File: config.mk
export PLATFORM = sky130hd
export DESIGN_NAME = div_unit_flat
export DESIGN_NICKNAME = d
export VERILOG_FILES = /design/src/rtl/div_unit_if.sv /design/src/rtl/div_unit.sv /design/src/flat_wrapper.sv
export SDC_FILE = /design/constraint.sdc
export NUM_CORES = 1
export LEC_CHECK = 0
export ABC_AREA = 1
export CAP_MARGIN = 20
export CORE_MARGIN = 2
export CORE_UTILIZATION = 64
export DETAILED_ROUTE_END_ITERATION = 6
export DONT_BUFFER_PORTS = 1
export PLACE_DENSITY = 0.8
export SLEW_MARGIN = 20
export SYNTH_ARGS = -nofsm -noshare
export SYNTH_HDL_FRONTEND = slang
export SYNTH_SLANG_ARGS = --single-unit
File: constraint.sdc
create_clock -name clk -period 7.3 [get_ports clk]
set_input_delay 0.365 -clock clk [delete_from_list [all_inputs] [get_ports clk]]
set_output_delay 0.365 -clock clk [all_outputs]
set_load 0.03 [all_outputs]
File: src/rtl/div_unit_if.sv
// Execute-stage handshake between the pipeline and the iterative divider.
interface div_unit_if;
    logic        divE;
    logic        div_signedE;
    logic [31:0] srcaE;
    logic [31:0] srcbE;
    logic        cancelE;
    logic        stall_divE;
    logic        div_valid;
    logic [63:0] div_result;

    modport master (
        output divE, div_signedE, srcaE, srcbE, cancelE,
        input  stall_divE, div_valid, div_result
    );

    modport slave (
        input  divE, div_signedE, srcaE, srcbE, cancelE,
        output stall_divE, div_valid, div_result
    );
endinterface

File: src/rtl/div_unit.sv
// 32-bit radix-2 restoring divider for DIV/DIVU: 1 start cycle, 32 BUSY steps, then a 1-cycle DONE window.
module div_unit (
    input  logic       clk,
    input  logic       resetn,
    div_unit_if.slave  dif
);
    localparam int unsigned W  = 32;
    localparam int unsigned CW = 5;

    typedef enum logic [1:0] {IDLE, BUSY, DONE} state_t;

    state_t          state_q, state_d;
    logic [CW-1:0]   cnt_q, cnt_d;
    logic [W-1:0]    quo_q, quo_d;
    logic [W-1:0]    rem_q, rem_d;
    logic [W-1:0]    dvs_q, dvs_d;
    logic            qneg_q, qneg_d;
    logic            rneg_q, rneg_d;
    logic            dz_q, dz_d;
    logic [2*W-1:0]  res_q, res_d;
    logic            valid_q, valid_d;

    logic [W:0]      trial;
    logic [W-1:0]    diff;
    logic            fits;
    logic [W-1:0]    rem_step, quo_step, q_fix, r_fix;
    logic [W-1:0]    a_abs, b_abs;
    logic            start_c;

    // One restoring step on the current {rem, quo} pair.
    always_comb begin
        trial    = {rem_q, quo_q[W-1]};
        diff     = trial[W-1:0] - dvs_q;
        fits     = (trial >= {1'b0, dvs_q});
        rem_step = fits ? diff : trial[W-1:0];
        quo_step = {quo_q[W-2:0], fits};
        q_fix    = qneg_q ? -quo_step : quo_step;
        r_fix    = rneg_q ? -rem_step : rem_step;
    end

    always_comb begin
        a_abs   = (dif.div_signedE && dif.srcaE[W-1]) ? -dif.srcaE : dif.srcaE;
        b_abs   = (dif.div_signedE && dif.srcbE[W-1]) ? -dif.srcbE : dif.srcbE;
        start_c = (state_q == IDLE) && dif.divE && !dif.cancelE;
    end

    // With a zero divisor every trial fits, so a raw dividend naturally yields {a, all-ones}.
    always_comb begin
        state_d = state_q;
        cnt_d   = cnt_q;
        quo_d   = quo_q;
        rem_d   = rem_q;
        dvs_d   = dvs_q;
        qneg_d  = qneg_q;
        rneg_d  = rneg_q;
        dz_d    = dz_q;
        res_d   = res_q;
        valid_d = 1'b0;

        case (state_q)
            IDLE: begin
                if (start_c) begin
                    state_d = BUSY;
                    cnt_d   = '0;
                    rem_d   = '0;
                    dz_d    = (dif.srcbE == '0);
                    quo_d   = (dif.div_signedE && dif.srcbE != '0) ? a_abs : dif.srcaE;
                    dvs_d   = b_abs;
                    qneg_d  = dif.div_signedE && (dif.srcaE[W-1] ^ dif.srcbE[W-1]);
                    rneg_d  = dif.div_signedE && dif.srcaE[W-1];
                end
            end
            BUSY: begin
                rem_d = rem_step;
                quo_d = quo_step;
                cnt_d = cnt_q + CW'(1);
                if (cnt_q == CW'(W - 1)) begin
                    state_d = DONE;
                    valid_d = 1'b1;
                    res_d   = dz_q ? {rem_step, quo_step} : {r_fix, q_fix};
                end
            end
            DONE:    state_d = IDLE;
            default: state_d = IDLE;
        endcase

        if (dif.cancelE) begin
            state_d = IDLE;
            valid_d = 1'b0;
            res_d   = res_q;
        end
    end

    always_ff @(posedge clk or negedge resetn) begin
        if (!resetn) begin
            state_q <= IDLE;
            cnt_q   <= '0;
            quo_q   <= '0;
            rem_q   <= '0;
            dvs_q   <= '0;
            qneg_q  <= 1'b0;
            rneg_q  <= 1'b0;
            dz_q    <= 1'b0;
            res_q   <= '0;
            valid_q <= 1'b0;
        end else begin
            state_q <= state_d;
            cnt_q   <= cnt_d;
            quo_q   <= quo_d;
            rem_q   <= rem_d;
            dvs_q   <= dvs_d;
            qneg_q  <= qneg_d;
            rneg_q  <= rneg_d;
            dz_q    <= dz_d;
            res_q   <= res_d;
            valid_q <= valid_d;
        end
    end

    // Stall is decoded from state and inputs only, never from div_valid.
    assign dif.stall_divE = start_c || (state_q == BUSY);
    assign dif.div_valid  = valid_q;
    assign dif.div_result = res_q;
endmodule

File: src/flat_wrapper.sv
// flat-port wrapper written by rule: the top's interface ports become plain ports
module div_unit_flat 
  (clk, resetn, dif_divE, dif_div_signedE, dif_srcaE, dif_srcbE, dif_cancelE, dif_stall_divE, dif_div_valid, dif_div_result);
  div_unit_if dif_i ();
  input  logic clk;
  input  logic resetn;
  input wire logic [$bits(dif_i.divE)-1:0] dif_divE;
  input wire logic [$bits(dif_i.div_signedE)-1:0] dif_div_signedE;
  input wire logic [$bits(dif_i.srcaE)-1:0] dif_srcaE;
  input wire logic [$bits(dif_i.srcbE)-1:0] dif_srcbE;
  input wire logic [$bits(dif_i.cancelE)-1:0] dif_cancelE;
  output wire logic [$bits(dif_i.stall_divE)-1:0] dif_stall_divE;
  output wire logic [$bits(dif_i.div_valid)-1:0] dif_div_valid;
  output wire logic [$bits(dif_i.div_result)-1:0] dif_div_result;
  assign dif_i.divE = dif_divE;
  assign dif_i.div_signedE = dif_div_signedE;
  assign dif_i.srcaE = dif_srcaE;
  assign dif_i.srcbE = dif_srcbE;
  assign dif_i.cancelE = dif_cancelE;
  assign dif_stall_divE = dif_i.stall_divE;
  assign dif_div_valid = dif_i.div_valid;
  assign dif_div_result = dif_i.div_result;
  div_unit u_core (.clk(clk), .resetn(resetn), .dif(dif_i));
endmodule
==> results of run 1 <==
## metal layers
metal  wire [um]  vias up  share of wire
met5           0        -              0
met4        1693        0          0.044
met3        3707      124          0.096
met2       17010      688           0.44
met1       16120     5639           0.42
li1            -     5873              -
## cells by family (layout without fill, tap and decap cells)
family / after synthesis / in the layout / share of synthesized area
simple gates: 986 / 986 / 0.3389
buf+inv: 318 / 308 / 0.09918
compound gates: 238 / 238 / 0.1117
flops: 171 / 171 / 0.3399
xor+xnor: 102 / 102 / 0.07096
fa+ha+maj: 39 / 39 / 0.03936
## per-stage QoR
step / hold slack (ns) / utilization / setup WS (ns)
after detailed placement: 0.07293 / 0.6572 / 2.905
after CTS: 0.002045 / 0.6912 / 2.743
after floorplan: 0.06941 / - / 3.810
after global placement: 0.07361 / 0.6572 / 3.019
final: -0.1487 / 0.6912 / 2.615
after global routing: 0.0003210 / 0.6912 / 2.187
## layout make-up
| cell class | instances | share of cell area |
|---|---|---|
| multi-input combinational | 1365 | 0.5274 |
| sequential | 171 | 0.3191 |
| inverter | 264 | 0.07390 |
| clock buffer | 17 | 0.03173 |
| tap | 265 | 0.02473 |
| clock inverter | 15 | 0.01474 |
| timing repair buffer | 12 | 0.008398 |
## worst max path at each step
stage,end,slack [ns],cells past startpoint
after CTS,u_core.dif.div_result[30],2.74,24
final,u_core.dif.div_result[30],2.61,23
after global placement,u_core.dif.div_result[30],3.02,24
after detailed placement,u_core.dif.div_result[30],2.90,24
after floorplan,u_core.dif.div_result[30],3.81,28
after global routing,u_core.dif.div_result[30],2.19,23
## worst register-to-register path, stage by stage (launching register included)
cell	delay, ns
dfrtp_1	0.38
inv_1	0.08
ha_1	0.42
a21oi_2	0.26
nand2_1	0.10
a21oi_1	0.18
nand2_2	0.11
nor2_8	0.27
nand2_8	0.24
inv_2	0.27
ha_1	0.19
inv_1	0.05
nor3_1	0.20
inv_1	0.07
nor3_1	0.14
inv_1	0.08
nor2_1	0.25
nand4_1	0.18
or2_2	0.32
nor3b_1	0.26
nand4_1	0.12
nand2_1	0.11
xor2_1	0.16
o21ai_0	0.09
## state kept, by name (all words and copies together) (netlist names), 2 cells and up
| register | flops |
|---|---|
| u_core.cnt_q | 5 |
| u_core.dif.div_result | 64 |
| u_core.dvs_q | 32 |
| u_core.rem_q | 32 |
| u_core.state_q | 2 |
| u_core.quo_q | 32 |
## synthesized netlist by cell type (9+ instances only)
cell,number
nand4_1,27
clkbuf_1,44
o221ai_1,25
nand3_1,108
nand2_1,577
o22ai_1,15
a31oi_1,9
or2_2,14
ha_1,38
nor2_1,153
inv_1,247
dfrtp_1,171
a21oi_1,29
nor3_1,33
nand2_2,28
o21ai_1,11
nor2_2,12
xor2_1,82
xnor2_1,20
o21ai_0,121
inv_2,14
## report_power, final
group          switching [mW]  total [mW]  internal [mW]
registers               0.241        1.38           1.14
logic                    2.58        3.66           1.09
clock network           0.463       0.959          0.496
total                    3.28        6.01           2.72
## placed cells by master, fill, tap and decap left out, drive strengths merged, types with 5 or more instances in the layout
master	n
a31oi	9
nand3	114
o22ai	15
inv	267
nor2	169
nor3	34
clkinv	11
buf	11
xnor2	20
xor2	82
o21ai	136
nor4	6
nand3b	5
nand2	609
a21oi	32
o221ai	25
or2	15
nand4	27
dfrtp	171
ha	38
clkbuf	17
==> metrics.txt, run 1 <==
outcome finished, violations left; failing checks DRC, hold timing; Reg-to-Reg End u_core.dif.div_result[30]; Avg WL per Cell 18.27 um; worst path cell trace inv_1 -> ha_1 -> a21oi_2 -> nand2_1 -> a21oi_1 -> nand2_2 -> nor2_8 -> nand2_8 -> inv_2 -> ha_1 -> inv_1 -> nor3_1 -> inv_1 -> nor3_1 -> inv_1 -> nor2_1 -> nand4_1 -> or2_2 -> nor3b_1 -> nand4_1 -> nand2_1 -> xor2_1 -> o21ai_0; hold slack -0.1487 ns; Setup Skew 0.01356 ns; DIE WIDTH 144.3 um; DR iter-0 viols 1142; leakage 6.978 nW; Post-synth EDFFs 0; GR peak layer met2; syn_area_per_cell 6.790 um^2; grt met3 use 0.08245; dpl cell area 12750 um^2; worst reg2reg setup slack 2.61 ns; H-tree depth 4; overall global routing resource usage 0.3781; post-synth net total 1962; footprint of the multi-input gates 7072 um^2; fill cell count 1790; Vias 12324; Root Buffer clkbuf_16; Yosys warnings 0; WP buf/inv 5; final wirelength 38530 um; minimum clock period 4.685 ns; GRT Residual Overflow 0; crit-path max FO 41; Critical R2R Launch u_core.dvs_q[28]; setup TNS 0 ns; Worst slew margin 0.3786; Layout area overhead 6.510%; Largest stage delay, worst path 0.42 ns; DRC Markers 1; die height 144.3 um; final total power 6.006 mW; Seq. cell area 4279 um^2; routed vias/inst 5.844; share of cells above drive strength 1 0.07375; GRT met2 Usage 0.5777; final cell count without fillers 2109; global-route wire length before repair 60240 um; sequential area share after synthesis 0.3399; GP Congestion 1.069; worst skew pair latency 0.45 ns; Fmax achieved 213.4 MHz; largest net degree at the start of global routing 172; buffers added on ports 0; Area contributors post-synth dfrtp_1 34%, nand2_1 17%, inv_1 7.4%, xor2_1 5.7%, o21ai_0 4.8%; Worst Reg2Reg Path Length in Cells 23; endpoint class of the critical path flip-flop; VDD IR max 0.0002508 V; M1 GR Usage 0.5212; detailed placement HPWL 29540 um; ys flop type dfrtp_1; WP data required 7.60 ns; Post-CTS Setup Bufs 0; worst path arrival time 4.99 ns; type of origin of the critical path flip-flop; initial core utilization 0.6490; vias in the first global route 11353; clock sinks 171; DRT antenna net count 0; min-delay worst type in -> async; Placed Cells 2075; Setup CP Type reg -> reg; Synth Cell Area 12590 um^2; Resize count post-CTS 0; Reg clk slew, reported paths 0.08 ns; max-cap violations 0; io pins 135; First-pass DRT Iterations 7; crit-path most repeated cell inv_1; Least-Margin Pin Slew 0.9321 ns; Yosys top cell area share 0.3399; CTS Buf Count 17; Syn Inst Count 1854; ant diodes 0; setup violators final 0; Yosys reg bits 171; Longest Clk Path Bufs 2; fin nets 1939; worst-path cell with the longest stage delay ha_1; RSZ-0062 raised after global routing no; initial antenna violation count 0; Fin. Hold Viols 47; Synth area leader dfrtp_1; TritonCTS clock tree yes; Max Transition Viols Final 0; final period utilization 0.6418; crit path from u_core.dvs_q[28]; number of cell rows 51; Async S/R FF share, synth 1.000; # hold bufs at CTS 2; Top delay family on crit path simple AND/OR/NAND/NOR gates; power per cell area 447.9 nW/um^2; final instance area 13410 um^2; Yosys cell types 52; die area 20810 um^2; core area 19400 um^2
Power figures use the tool's default switching activity.
==> inputs of run 2 (changes only) <==
clock period = 4.8 ns   (was 7.3 ns; I/O delays follow)
==> metrics.txt, run 2 (synthesized netlist as in run 1, its figures left out) <==
GRT Residual Overflow 0; VDD IR max 0.0003404 V; Worst Reg2Reg Path Length in Cells 23; Setup CP Type reg -> reg; fill cell count 1743; Least-Margin Pin Slew 0.9086 ns; part of the power in registers 0.230; Top delay family on crit path simple AND/OR/NAND/NOR gates; clock sinks 171; TritonCTS clock tree yes; fin nets 1945; most common cell after layout, fill and taps aside nand2_1; Int Power 4.157 mW; max reg flops 64; Longest Clk Path Bufs 2; share of cells above drive strength 1 0.07351; min-delay worst type in -> reg; vias in the first global route 11352; Root Buffer clkbuf_16; final total power 9.119 mW; Resize count post-CTS 0; overall global routing resource usage 0.3803; outcome finished clean; die height 144.3 um; final wirelength 38810 um; setup violators final 0; WP data required 5.08 ns; Placed Cells 2075; io pins 135; hold slack 0.0002754 ns; clock network fraction of total power 0.160; leakage 6.999 nW; worst skew pair latency 0.45 ns; routed vias/inst 5.780; Levels on crit path 23; RSZ-0062 raised after global routing no; H-tree depth 4; detailed placement HPWL 29940 um; Fmax achieved 226.9 MHz; combinational power share 0.610; Largest stage delay, worst path 0.41 ns; die area 20810 um^2; DRC Markers 0; WP buf/inv 5; DIE WIDTH 144.3 um; Fin. Hold Viols 0; type of origin of the critical path flip-flop; endpoint class of the critical path flip-flop; Layout area overhead 7.016%; largest net degree at the start of global routing 172; max-cap violations 0; Avg WL per Cell 18.35 um; CTS Buf Count 17; worst path cell trace inv_1 -> ha_1 -> a21oi_2 -> nand2_1 -> a21oi_1 -> nand2_2 -> nor2_8 -> nand2_8 -> inv_2 -> ha_1 -> inv_1 -> nor3_1 -> inv_1 -> nor3_1 -> inv_1 -> nor2_1 -> nand4_1 -> or2_2 -> nor3b_1 -> nand4_1 -> nand2_1 -> xor2_1 -> o21ai_0; worst path arrival time 4.69 ns; Worst slew margin 0.3942; final cell count without fillers 2115; NetSw 4.962 mW; GP Congestion 1.078; most frequent cells in the layout 576 x nand2_1, 247 x inv_1, 171 x dfrtp_1; Vias 12224; final period utilization 0.9183; power per cell area 676.8 nW/um^2; Max Transition Viols Final 0; initial antenna violation count 2; First-pass DRT Iterations 6; Net Sw Frac 0.5441; global-route wire length before repair 60500 um; DRT antenna net count 0; Reg clk slew, reported paths 0.07 ns; worst-path cell with the longest stage delay ha_1; ant diodes 0; Setup Skew 0.01681 ns; initial core utilization 0.6490; minimum clock period 4.408 ns; crit-path max FO 19; core area 19400 um^2; DR iter-0 viols 987; setup TNS 0 ns; number of cell rows 51; buffers added on ports 0; hold path cells 2; crit-path most repeated cell inv_1
run 2: cell count changes in the layout (fill, tap and decap cells not counted), sizes merged:
cell         change
clkinvlp         +1
dlygate4sd3      +6
inv              -1
run 2: power groups by stage:
stage                     logic (mW)  registers [mW]  clock network, mW
after floorplan                 4.06            1.98                  0
after global routing            6.15            2.12               1.52
final                           5.56            2.10               1.46
after global placement          5.32            2.09                  0
after CTS                       5.44            2.08               1.46
after detailed placement        5.37            2.11                  0
run 2: cell type report:
class / count / area (um^2) / share of cell area
sequential: 171 / 4279 / 0.3176
timing repair buffer: 18 / 172.7 / 0.01282
clock buffer: 17 / 425.4 / 0.03158
multi-input combinational: 1365 / 7072 / 0.5249
inverter: 264 / 991.0 / 0.07355
clock inverter: 15 / 201.4 / 0.01495
tap: 265 / 331.6 / 0.02461
run 2: worst paths after layout:
kind	to	from	slack (ns)
setup / recovery	u_core.dif.div_result[30]	u_core.dvs_q[28]	0.39
hold / removal	u_core.dvs_q[24]	dif_srcbE[24]	0.0003
setup reg to reg	u_core.dif.div_result[30]	u_core.dvs_q[28]	0.39
hold reg to reg	u_core.dvs_q[7]	u_core.dvs_q[7]	0.49
max in group asynchronous	u_core.dif.div_result[58]	resetn	3.63
min in group asynchronous	u_core.dvs_q[8]	resetn	0.43
run 2: worst register-to-register path, stage by stage (launching register included):
cell and delay (ns):
dfrtp_1 0.35, inv_1 0.06, ha_1 0.41, a21oi_2 0.26, nand2_1 0.09, a21oi_1 0.19
nand2_2 0.13, nor2_8 0.29, nand2_8 0.08, inv_2 0.22, ha_1 0.20, inv_1 0.05
nor3_1 0.19, inv_1 0.07, nor3_1 0.16, inv_1 0.08, nor2_1 0.21, nand4_1 0.18
or2_2 0.33, nor3b_1 0.25, nand4_1 0.11, nand2_1 0.09, xor2_1 0.16, o21ai_0 0.11
run 2: metrics by stage:
stage | area (um^2) | util | setup WS [ns]
after floorplan | 12590 | - | 1.310
after global placement | 12750 | 0.6572 | 0.7970
after detailed placement | 12750 | 0.6572 | 0.6179
after CTS | 13470 | 0.6945 | 0.5027
after global routing | 13470 | 0.6945 | 0.09602
final | 13470 | 0.6945 | 0.3923
run 2: repair_timing:
item                                   4_1_cts  5_1_grt
hold buffers                                 8        0
setup endpoints to repair                    0        0
setup buffers                                0        0
endpoints found under the hold margin      178        0
run 2: routing by layer:
metal / GRT usage / wire, um / vias to the layer above
li1: - / - / 5875
met1: 0.5233 / 16380 / 5598
met2: 0.5922 / 17360 / 644
met3: 0.07848 / 3611 / 107
met4: 0.1467 / 1457 / 0
met5: 0 / 0 / -
==> inputs of run 3 (changes only) <==
clock period = 4.3 ns   (was 4.8 ns; I/O delays follow)
==> metrics.txt, run 3 (synthesized netlist as in run 1, its figures left out) <==
minimum clock period 3.820 ns; min-delay worst type in -> reg; max reg flops 64; Int Power 4.681 mW; DRT antenna net count 0; part of the power in registers 0.224; outcome finished clean; setup TNS 0 ns; Setup CP Type reg -> reg; share of cells above drive strength 1 0.07548; Worst Setup Slack, final 0.4799 ns; die height 144.3 um; NetSw 5.599 mW; Setup Skew 0.01971 ns; DRC Markers 0; Root Buffer clkbuf_16; GP Congestion 0.9875; max-cap violations 0; Critical R2R Launch u_core.rem_q[25]; Fin. Hold Viols 0; GRT Residual Overflow 0; final cell count without fillers 2134; clock sinks 171; WP data required 4.61 ns; DIE WIDTH 144.3 um; Reg-to-Reg End u_core.dif.div_result[30]; setup violators final 0; endpoint class of the critical path flip-flop; RSZ-0062 raised after global routing no; most frequent cells in the layout 576 x nand2_1, 247 x inv_1, 171 x dfrtp_1; number of cell rows 51; worst reg2reg setup slack 0.48 ns; Worst Reg2Reg Path Length in Cells 24; core area 19400 um^2; Fmax achieved 261.8 MHz; Max Transition Viols Final 0; Avg WL per Cell 18.47 um; crit-path max FO 8; largest net degree at the start of global routing 172; Least-Margin Pin Slew 0.9220 ns; Longest Clk Path Bufs 2; First-pass DRT Iterations 6; CTS Buf Count 17; initial core utilization 0.6490; detailed placement HPWL 29920 um; final total power 10.28 mW; Core Util, Final 0.7000; TritonCTS clock tree yes; Reg clk slew, reported paths 0.07 ns; clock network fraction of total power 0.147; Worst slew margin 0.3831; buffers added on ports 0; hold slack 0.007778 ns; dpl cell area 12780 um^2; Layout area overhead 7.861%; hold path cells 3; worst skew pair latency 0.45 ns; H-tree depth 4; Net Sw Frac 0.5447; worst path arrival time 4.13 ns; power per cell area 757.1 nW/um^2; most common cell after layout, fill and taps aside nand2_1; dpl ws 0.3595 ns; die area 20810 um^2; type of origin of the critical path flip-flop; combinational power share 0.629; DR iter-0 viols 1083; final period utilization 0.8884; fin nets 1964; Placed Cells 2079; io pins 135; final instance area 13580 um^2; VDD IR max 0.0003726 V; WHS Endpoint u_core.qneg_q; routed vias/inst 5.755; vias in the first global route 11297; final wirelength 39420 um; Vias 12282; global-route wire length before repair 60660 um; HP Start dif_srcbE[31]; initial antenna violation count 2; leakage 7.041 nW; overall global routing resource usage 0.3838
-- run 3: cell type report --
class / instances / area [um^2]
clock buffers: 19 / 432.9
repair buffers: 37 / 345.3
clock inverters: 12 / 120.1
well taps: 265 / 331.6
diodes: 1 / 2.502
flip-flops and latches: 171 / 4279
fillers: 1738 / 5819
inverters: 264 / 991.0
multi-input cells: 1365 / 7077
-- run 3: worst max path at each step --
stage | start | endpoint | slack [ns] | cells past startpoint
after CTS | u_core.rem_q[25] | u_core.dif.div_result[30] | 0.31 | 24
after global placement | u_core.rem_q[25] | u_core.dif.div_result[30] | 0.42 | 24
after global routing | u_core.dvs_q[20] | u_core.dif.div_result[30] | 0.02 | 27
after floorplan | u_core.dvs_q[20] | u_core.dif.div_result[30] | 0.81 | 28
final | u_core.rem_q[25] | u_core.dif.div_result[30] | 0.48 | 24
after detailed placement | u_core.rem_q[25] | u_core.dif.div_result[30] | 0.36 | 24
-- run 3: power by group through the flow --
stage                     combinational, mW  sequential [mW]  clock [mW]
after floorplan                        4.53             2.21           0
after global placement                 6.12             2.30           0
after detailed placement               6.18             2.31           0
after CTS                              6.27             2.29        1.51
after global routing                   7.10             2.33        1.57
final                                  6.46             2.30        1.52
-- run 3: worst max-delay path, cell delays in order, from the launching register on --
cell and delay (ns):
dfrtp_1 0.40, ha_1 0.37, nand2_1 0.10, nand2_1 0.08, nand3_1 0.09, nand2_1 0.06, a21oi_1 0.18, nand2_2 0.12
nor2_8 0.23, nand2_8 0.08, inv_2 0.06, ha_1 0.13, inv_1 0.05, nor3_2 0.15, inv_1 0.07, nor3_1 0.13
inv_1 0.07, nor2_1 0.16, nand4_1 0.14, or2_2 0.32, nor3b_1 0.24, nand4_1 0.11, nand2_1 0.10, xor2_1 0.17
o21ai_0 0.09
-- run 3: layer usage --
metal	vias up	routed length (um)	global-route usage	part of all wire
li1	5904	-	-	-
met1	5700	17220	0.5395	0.44
met2	591	17610	0.5932	0.45
met3	87	3370	0.07947	0.085
met4	0	1223	0.1298	0.031
met5	-	0	0	0
-- run 3: what timing repair did --
| item | CTS | global route |
|---|---|---|
| hold endpoints to repair | 191 | 0 |
| setup endpoints to repair | 0 | 4 |
| buffers inserted | 0 | 3 |
| gates resized for setup | 0 | 1 |
| hold buffers | 20 | 0 |
